===== src/rtl/exp_isi_spike_gen.sv =====
// -----------------------------------------------------------------------------
// exp_isi_spike_gen
//
// Turns a free-running stream of signed fixed-point exponential samples into a
// Poisson spike train. Each sample is treated as an inter-spike interval (ISI):
// it is clamped at zero, scaled by a programmable rate factor, counted down,
// and then presented as a spike on a valid/ready handshake. An optional
// refractory period follows every accepted spike.
//
// Optional feature (compile-time macro SPIKE_CNT_EN):
//   Adds spike_cnt_o, a 16-bit saturating count of accepted spikes, cleared
//   by rst_i or synchronously when en_i falls.
//
// Ports:
//   clk_i          clock
//   rst_i          asynchronous active-high reset
//   en_i           generator enable
//   sample_i       signed exponential sample, FRAC_WID fractional bits
//   scale_i        cycles per unit of sample (mean ISI = scale_i cycles)
//   refrac_i       refractory cycles after each accepted spike, 0 = none
//   spike_o        spike event valid
//   spike_ready_i  downstream accepts spike
//   isi_o          interval that produced the current spike
//   busy_o         high whenever the generator is not idle
//   spike_cnt_o    accepted spike count (SPIKE_CNT_EN only)
//
// The interval product is X_WID+SCALE_WID bits wide and is assumed wider
// than CNT_WID, so the saturation test always has upper bits to inspect.
// -----------------------------------------------------------------------------
module exp_isi_spike_gen #(
    parameter int X_WID      = 16,
    parameter int FRAC_WID   = 8,
    parameter int SCALE_WID  = 8,
    parameter int CNT_WID    = 16,
    parameter int REFRAC_WID = 8
) (
    input  logic                  clk_i,
    input  logic                  rst_i,
    input  logic                  en_i,
    input  logic [X_WID-1:0]      sample_i,
    input  logic [SCALE_WID-1:0]  scale_i,
    input  logic [REFRAC_WID-1:0] refrac_i,
    output logic                  spike_o,
    input  logic                  spike_ready_i,
    output logic [CNT_WID-1:0]    isi_o,
    output logic                  busy_o
`ifdef SPIKE_CNT_EN
    ,
    output logic [15:0]           spike_cnt_o
`endif
);

    localparam int P_WID   = X_WID + SCALE_WID;
    // One counter serves both the ISI countdown and the refractory period.
    localparam int CTR_WID = (CNT_WID > REFRAC_WID) ? CNT_WID : REFRAC_WID;

    typedef enum logic [2:0] {
        IDLE,
        LOAD,
        COUNT,
        FIRE,
        REFRAC
    } state_t;

    state_t               state_q, state_d;
    logic [CTR_WID-1:0]   ctr_q, ctr_d;
    logic [CNT_WID-1:0]   isi_q, isi_d;
    logic                 handshake;

    // ---------------------------------------------------------------------
    // Interval arithmetic: N = sat(max(sample,0) * scale >> FRAC_WID), N >= 1
    // ---------------------------------------------------------------------
    logic [X_WID-1:0]   clamped;
    logic [P_WID-1:0]   product;
    logic [P_WID-1:0]   shifted;
    logic [CNT_WID-1:0] interval;

    // A set sign bit means a negative sample, which carries no interval.
    assign clamped = sample_i[X_WID-1] ? '0 : sample_i;
    assign product = {{SCALE_WID{1'b0}}, clamped} * {{X_WID{1'b0}}, scale_i};
    assign shifted = product >> FRAC_WID;

    always_comb begin
        if (shifted > P_WID'({CNT_WID{1'b1}})) begin
            interval = '1;
        end else if (shifted == '0) begin
            // A zero interval would need a zero-length COUNT; force one cycle.
            interval = CNT_WID'(1);
        end else begin
            interval = shifted[CNT_WID-1:0];
        end
    end

    // ---------------------------------------------------------------------
    // State and datapath registers
    // ---------------------------------------------------------------------
    // NOTE: sequential state uses non-blocking assignments so every register
    // samples pre-edge values, independent of statement order.
    always_ff @(posedge clk_i or posedge rst_i) begin
        if (rst_i) begin
            state_q <= IDLE;
            ctr_q   <= '0;
            isi_q   <= '0;
        end else begin
            state_q <= state_d;
            ctr_q   <= ctr_d;
            isi_q   <= isi_d;
        end
    end

    // ---------------------------------------------------------------------
    // Next-state logic
    // ---------------------------------------------------------------------
    // NOTE: every signal written here gets a default first, so no path can
    // leave one unassigned and infer a latch.
    always_comb begin
        state_d   = state_q;
        ctr_d     = ctr_q;
        isi_d     = isi_q;
        handshake = 1'b0;

        unique case (state_q)
            IDLE: begin
                if (en_i) state_d = LOAD;
            end

            LOAD: begin
                ctr_d   = CTR_WID'(interval);
                isi_d   = interval;
                state_d = COUNT;
            end

            COUNT: begin
                if (!en_i) begin
                    // Abandon the interval; no spike is owed.
                    ctr_d   = '0;
                    state_d = IDLE;
                end else begin
                    ctr_d = ctr_q - CTR_WID'(1);
                    if (ctr_q == CTR_WID'(1)) state_d = FIRE;
                end
            end

            FIRE: begin
                // en_i is deliberately ignored: a pending spike is never lost.
                if (spike_ready_i) begin
                    handshake = 1'b1;
                    if (refrac_i != '0) begin
                        ctr_d   = CTR_WID'(refrac_i);
                        state_d = REFRAC;
                    end else begin
                        state_d = en_i ? LOAD : IDLE;
                    end
                end
            end

            REFRAC: begin
                // Runs to completion even if en_i drops.
                ctr_d = ctr_q - CTR_WID'(1);
                if (ctr_q == CTR_WID'(1)) state_d = en_i ? LOAD : IDLE;
            end

            default: begin
                state_d = IDLE;
                ctr_d   = '0;
            end
        endcase
    end

    assign spike_o = (state_q == FIRE);
    assign isi_o   = isi_q;
    assign busy_o  = (state_q != IDLE);

`ifdef SPIKE_CNT_EN
    // ---------------------------------------------------------------------
    // Accepted-spike counter, cleared on a falling edge of en_i
    // ---------------------------------------------------------------------
    logic        en_q;
    logic [15:0] spike_cnt_q;

    always_ff @(posedge clk_i or posedge rst_i) begin
        if (rst_i) begin
            en_q        <= 1'b0;
            spike_cnt_q <= '0;
        end else begin
            en_q <= en_i;
            if (en_q && !en_i) begin
                spike_cnt_q <= '0;
            end else if (handshake && (spike_cnt_q != 16'hFFFF)) begin
                spike_cnt_q <= spike_cnt_q + 16'd1;
            end
        end
    end

    assign spike_cnt_o = spike_cnt_q;
`endif

endmodule

===== config.mk =====
export PLATFORM = sky130hd
export DESIGN_NAME = exp_isi_spike_gen
export DESIGN_NICKNAME = d
export VERILOG_FILES = /design/src/rtl/exp_isi_spike_gen.sv
export SDC_FILE = /design/constraint.sdc
export NUM_CORES = 1
export LEC_CHECK = 0
export CELL_PAD_IN_SITES_DETAIL_PLACEMENT = 1
export CELL_PAD_IN_SITES_GLOBAL_PLACEMENT = 1
export CORE_MARGIN = 3
export CORE_UTILIZATION = 41
export DETAILED_ROUTE_END_ITERATION = 7
export GPL_TIMING_DRIVEN = 0
export PLACE_DENSITY = 0.8
export SYNTH_ARGS = -nofsm -noshare
export SYNTH_HDL_FRONTEND = slang
export SYNTH_SLANG_ARGS = --single-unit

===== constraint.sdc =====
create_clock -name clk_i -period 4.3 [get_ports clk_i]
set_clock_uncertainty 0.2 [all_clocks]
set_input_delay 0.86 -clock clk_i [delete_from_list [all_inputs] [get_ports clk_i]]
set_output_delay 0.86 -clock clk_i [all_outputs]
set_load 0.01 [all_outputs]

Yosys cells after proc, flatten, opt, wreduce, memory -nomap -nowiden:

Index checks and enable logic that the tools add are counted.

* equal/unequal tests: 10
* reduce and logical (&&, ||, !) cells: 6
* multiplexer cells: 15
* bitwise gates (word level): 1
* add/subtract/negate cells: 1
* multiply operators: 1
* $lt $le $gt $ge: 1

Operator list (number)
* one-hot mux 16 bit (5 select lines): 1
* 2-to-1 mux 16 bit: 4
* 2-to-1 mux 15 bit: 2
* logical NOT 24 bit: 1
* multiplier 15 x 8 -> 23 bit: 1
* 2-to-1 mux 3 bit: 6
* equality test 16 x 1 -> 1 bit, second input constant: 1
* greater-than comparator 15 x 16 -> 1 bit, second input constant: 1
* subtractor 16 x 1 -> 16 bit, second input constant: 1
* one-hot mux 3 bit (5 select lines): 1
* nonzero test 8 bit: 1
* equality test 3 x 2 -> 1 bit, second input constant: 2
* inequality test 2 x 1 -> 1 bit, second input constant: 2
* inequality test 2 bit, second input constant: 2
* AND reduction 4 bit: 1
* equality test 3 x 1 -> 1 bit, second input constant: 1
* equality test 3 bit, second input constant: 1
* logical NOT 3 bit: 1
* inequality test 3 bit, second input constant: 1
* AND reduction 3 bit: 1
* nonzero test 3 bit: 1
* 2-to-1 mux 1 bit: 1
* NOT 1 bit: 1

* output and inout bits: 18
* logic and storage cells: 38
* register bits after elaboration: 35
* input bits: 36

Longest topological paths before layout:

* depth after elaboration: 6
* depth in mapped cells: 21
* mapped depth without buffers: 19

Worst setup path before layout:

No wires, ideal clock.

* kind: in2reg
* from: input port sample_i[15]
* to: register isi_q[0], in the netlist isi_o[0]
* arrival time: 5763 ps
* required time: 4033 ps
* stages on the path: 19
* setup slack: -1730 ps
* cell sequence: buf_2 -> nor2b_1 -> and2_1 -> fa_1 -> fa_1 -> fa_1 -> inv_1 -> fa_1 -> inv_1 -> ha_1 -> buf_2 -> nand2_1 -> a211oi_1 -> a21oi_1 -> o41ai_1 -> xnor2_1 -> o2111ai_1 -> or4_1 -> nand2_1

* word-level cells in the longest chain between the ends: 5

Ends and longest elaborated chain
* start, declared: line 40 `input logic [X_WID-1:0] sample_i,`
* 2-to-1 mux 15 bit *: line 79 `assign clamped = sample_i[X_WID-1] ? '0 : sample_i;`
* multiplier 15 x 8 -> 23 bit *: line 80 `assign product = {{SCALE_WID{1'b0}}, clamped} * {{X_WID{1'b0}}, scale_i};`
* parallel branches: the longest is 2 deep, another holds greater-than comparator 15 x 16 -> 1 bit
* 2-to-1 mux 16 bit *: line 84 `if (shifted > P_WID'({CNT_WID{1'b1}})) begin`
* end signal, assigned: line 107 `isi_q <= isi_d;`
* end, declared: line 67 `logic [CNT_WID-1:0] isi_q, isi_d;`

Mark *: on every way between the ends.
A chain may end at the register's enable or synchronous reset.

Worst setup path after layout:

Same ends and word-level chain as after synthesis.

==> flow_metrics.env <==
export IMPL_status="complete, but fails checks"
export IMPL_violations="setup timing"
export IMPL_cts_clk_slew_worst_paths_ns=0.06
export IMPL_rsz0062_at_grt="true"
export IMPL_nets=955
export IMPL_min_from="isi_o[5]"
export IMPL_muxShareOfSynthArea_pct=0
export IMPL_drt_total_wl_um=25000
export IMPL_cts_path_max_buffers=2
export IMPL_yosys_area_share_simple_pct=25.2
export IMPL_worst_slew_pin_slew_ns=0.929
export IMPL_dp_hpwl_um=13400
export IMPL_regToRegStartpoint="ctr_q[2]"
export IMPL_crit_family="adder cells"
export IMPL_critPathKind="in2reg"
export IMPL_ys_ff_latch=34
export IMPL_antenna_found_initial=0
export IMPL_path_cells="buf_12 -> buf_12 -> nor2b_4 -> and2_1 -> fa_1 -> fa_1 -> fa_1 -> inv_1 -> fa_1 -> inv_1 -> ha_1 -> buf_6 -> a21oi_4 -> o21ai_4 -> a22oi_1 -> o311ai_2 -> xnor2_2 -> o2111ai_2 -> or4_4 -> nand2_1"
export IMPL_worst_ep_required_time_ns=4.32
export IMPL_synth_xor_area_share_pct=3.05
export IMPL_finalWorstSetupSlack_ns=-1.83
export IMPL_syn_nets=828
export IMPL_avgSynthCellArea_sq_um=8.53
export IMPL_ys_seq_area_share_pct=14.8
export IMPL_syn_instance_count=673
export IMPL_worstSetupStartpoint="sample_i[15]"
export IMPL_routedWlPerCell_um=25.6
export IMPL_gp_congestion=0.858
export IMPL_setup_violations=30
export IMPL_cts_sinks=34
export IMPL_synth_ff_type="dfrtp_1"
export IMPL_pin_count=54
export IMPL_fmax_ghz=0.163
export IMPL_fin_cells=977
export IMPL_synth_adder_area_share_pct=36.2
export IMPL_track_usage_pct=27.9
export IMPL_drive_gt1_share_pct=31.6
export IMPL_cp_common_cell="fa_1"
export IMPL_dp_cells=901
export IMPL_async_reset_ff_share_pct=100
export IMPL_netlist_area_leader_share_pct=26.8
export IMPL_slew_viol_final=0
export IMPL_arrival_ns=6.15
export IMPL_slowest_delay_ns=0.51
export IMPL_fin_crit_sh_pct=143
export IMPL_cts_tree="yes"
export IMPL_grt_ovfl_total=0
export IMPL_maxCapViolCount=0
export IMPL_layout_min_cycle_time_ns=6.13
export IMPL_post_place_ws_ns=-2.60
export IMPL_ir_drop_mv=0.254
export IMPL_first_iter_violations=596
export IMPL_synth_compound_area_share_pct=13.5
export IMPL_viasPerCell=6.08
export IMPL_die_w_um=124
export IMPL_relSlewSlack_pct=37.9
export IMPL_cts_buffers=5
export IMPL_ys_top_cells_by_area="fa_1, dfrtp_1, and2_1"
export IMPL_diodes=0
export IMPL_ant_nets=0
export IMPL_cpMaxStageDelayCell="fa_1"
export IMPL_end_kind="flip-flop"
export IMPL_port_buffers=52
export IMPL_num_rows=42
export IMPL_firstDrtPassIters=6
export IMPL_hold_viol_final=0
export IMPL_fp_dieArea_sq_um=15500
export IMPL_r2r_setup_slack_ns=1.30
export IMPL_grt_pass1_wl_um=34800
export IMPL_synth_top_family_by_area="adder cells"
export IMPL_cp_max_fo=8
export IMPL_synth_enable_flop_cells=0
export IMPL_p_leak_nw=3.87
export IMPL_grt_pass1_vias=6516
export IMPL_final_util_pct=60.5
export IMPL_via_count=5938
export IMPL_htree_levels=2
export IMPL_die_h_um=124
export IMPL_clock_root_buffer="clkbuf_16"
export IMPL_hold_buffers=0
export IMPL_yosysTopAreaCell="fa_1"
export IMPL_start_util_pct=42.7
export IMPL_fin_tns_setup_ns=-34.99
export IMPL_power_density_nw_per_um2=516
export IMPL_crit_buf_inv=5
export IMPL_start_kind="input port"
export IMPL_areaGrowthSynthToFinish_pct=41.7
export IMPL_synthesis_area_sq_um=5740
export IMPL_ys_warn_count=0
export IMPL_hp_class="reg2reg"
export IMPL_grt_start_max_net_pins=35
export IMPL_clk_latency_ns=0.29
export IMPL_core_area_sq_um=13500
export IMPL_ys_types=63
export IMPL_drc_errors=0
sequential cells by signal, summed over array words and instances, names as in the netlist:
name,flops
ctr_q,16
state_q,3
isi_o,15
Yosys cell counts, types with 6 or more instances:
library cell,n
nand2_1,98
and2_1,96
inv_1,85
fa_1,77
ha_1,42
dfrtp_1,34
a21oi_1,26
o21ai_0,21
nor2_1,20
clkbuf_1,14
a22oi_1,13
xnor2_1,12
nand3_1,11
nor2b_1,10
xor2_1,8
a21o_1,7
buf_2,7
nor3_1,7
nor4_1,6
o211ai_1,6
per-stage QoR:
| stage | cell area (sq um) | power, W | hold slack (ns) |
|---|---|---|---|
| floorplan | 6140 | 0.00213 | 0.241 |
| CTS | 7910 | 0.00362 | 0.277 |
| global placement | 6880 | 0.00266 | 0.260 |
| detailed placement | 6880 | 0.00276 | 0.264 |
| finish | 8140 | 0.00420 | 0.270 |
| global route | 8140 | 0.00440 | 0.284 |
repair_timing:
item / CTS / global route
setup endpoints to repair: 30 / 30
gates resized for setup: 164 / 29
setup buffers: 52 / 13
gates cloned: 4 / 0
pin swaps: 90 / 28
layout by cell type (no fill, tap or decap), drive strengths merged, types with 12 or more instances in the layout:
master	synthesis	routed
a21oi	27	27
a22oi	13	13
and2	96	96
buf	8	80
clkbuf	14	23
clkdlybuf4s50	0	31
dfrtp	34	34
fa	77	77
ha	42	42
inv	85	85
nand2	98	98
nor2	20	20
o21ai	25	25
xnor2	12	12
layout make-up:
| type | count | area (sq um) |
|---|---|---|
| Clock buffer | 7 | 143 |
| Inverter | 85 | 319 |
| Tap cell | 176 | 220 |
| Fill cell | 1500 | 5320 |
| Multi-Input combinational cell | 532 | 5310 |
| Sequential cell | 34 | 851 |
| Clock inverter | 1 | 5.00 |
| Timing Repair Buffer | 120 | 1080 |
| Buffer | 22 | 213 |
metal layers:
| metal | share of wire [%] | track usage (%) | vias up | wire length (um) |
|---|---|---|---|---|
| met3 | 6.1 | 4.25 | 124 | 1520 |
| met5 | 0 | 0 | - | 0 |
| met1 | 37 | 34.0 | 3034 | 9170 |
| met2 | 51 | 50.0 | 308 | 12800 |
| li1 | - | - | 2472 | - |
| met4 | 6.1 | 9.80 | 0 | 1520 |
cell families (layout without fill, tap and decap cells):
logic type,count (synthesis),in the layout
other,1,1
AO/OA/AOI/OAI,115,115
flip-flops,34,34
AND/OR/NAND/NOR,276,276
adder cells (fa/ha/maj),120,120
XOR/XNOR,20,20
buffers and inverters,107,235
worst min-delay path, cell delays in order, from the launching register on:
cell	delay [ns]
dfrtp_1	0.34
nand2_1	0.05
nand2_1	0.05
worst paths after layout:
check / to / depth (start not counted)
max: isi_o[0] / 20
min in group asynchronous: state_q[2] / 2
min: isi_o[5] / 2
min reg2reg: isi_o[5] / 2
max reg2reg: ctr_q[11] / 7
max in group asynchronous: ctr_q[12] / 2
where the power goes:
group | total [W] | switching [W] | internal [W]
sequential | 0.000565 | 0.000121 | 0.000444
clock | 0.000380 | 0.000150 | 0.000230
combinational | 0.00325 | 0.00185 | 0.00140
total | 0.00420 | 0.00212 | 0.00208
Power figures use the tool's default switching activity.
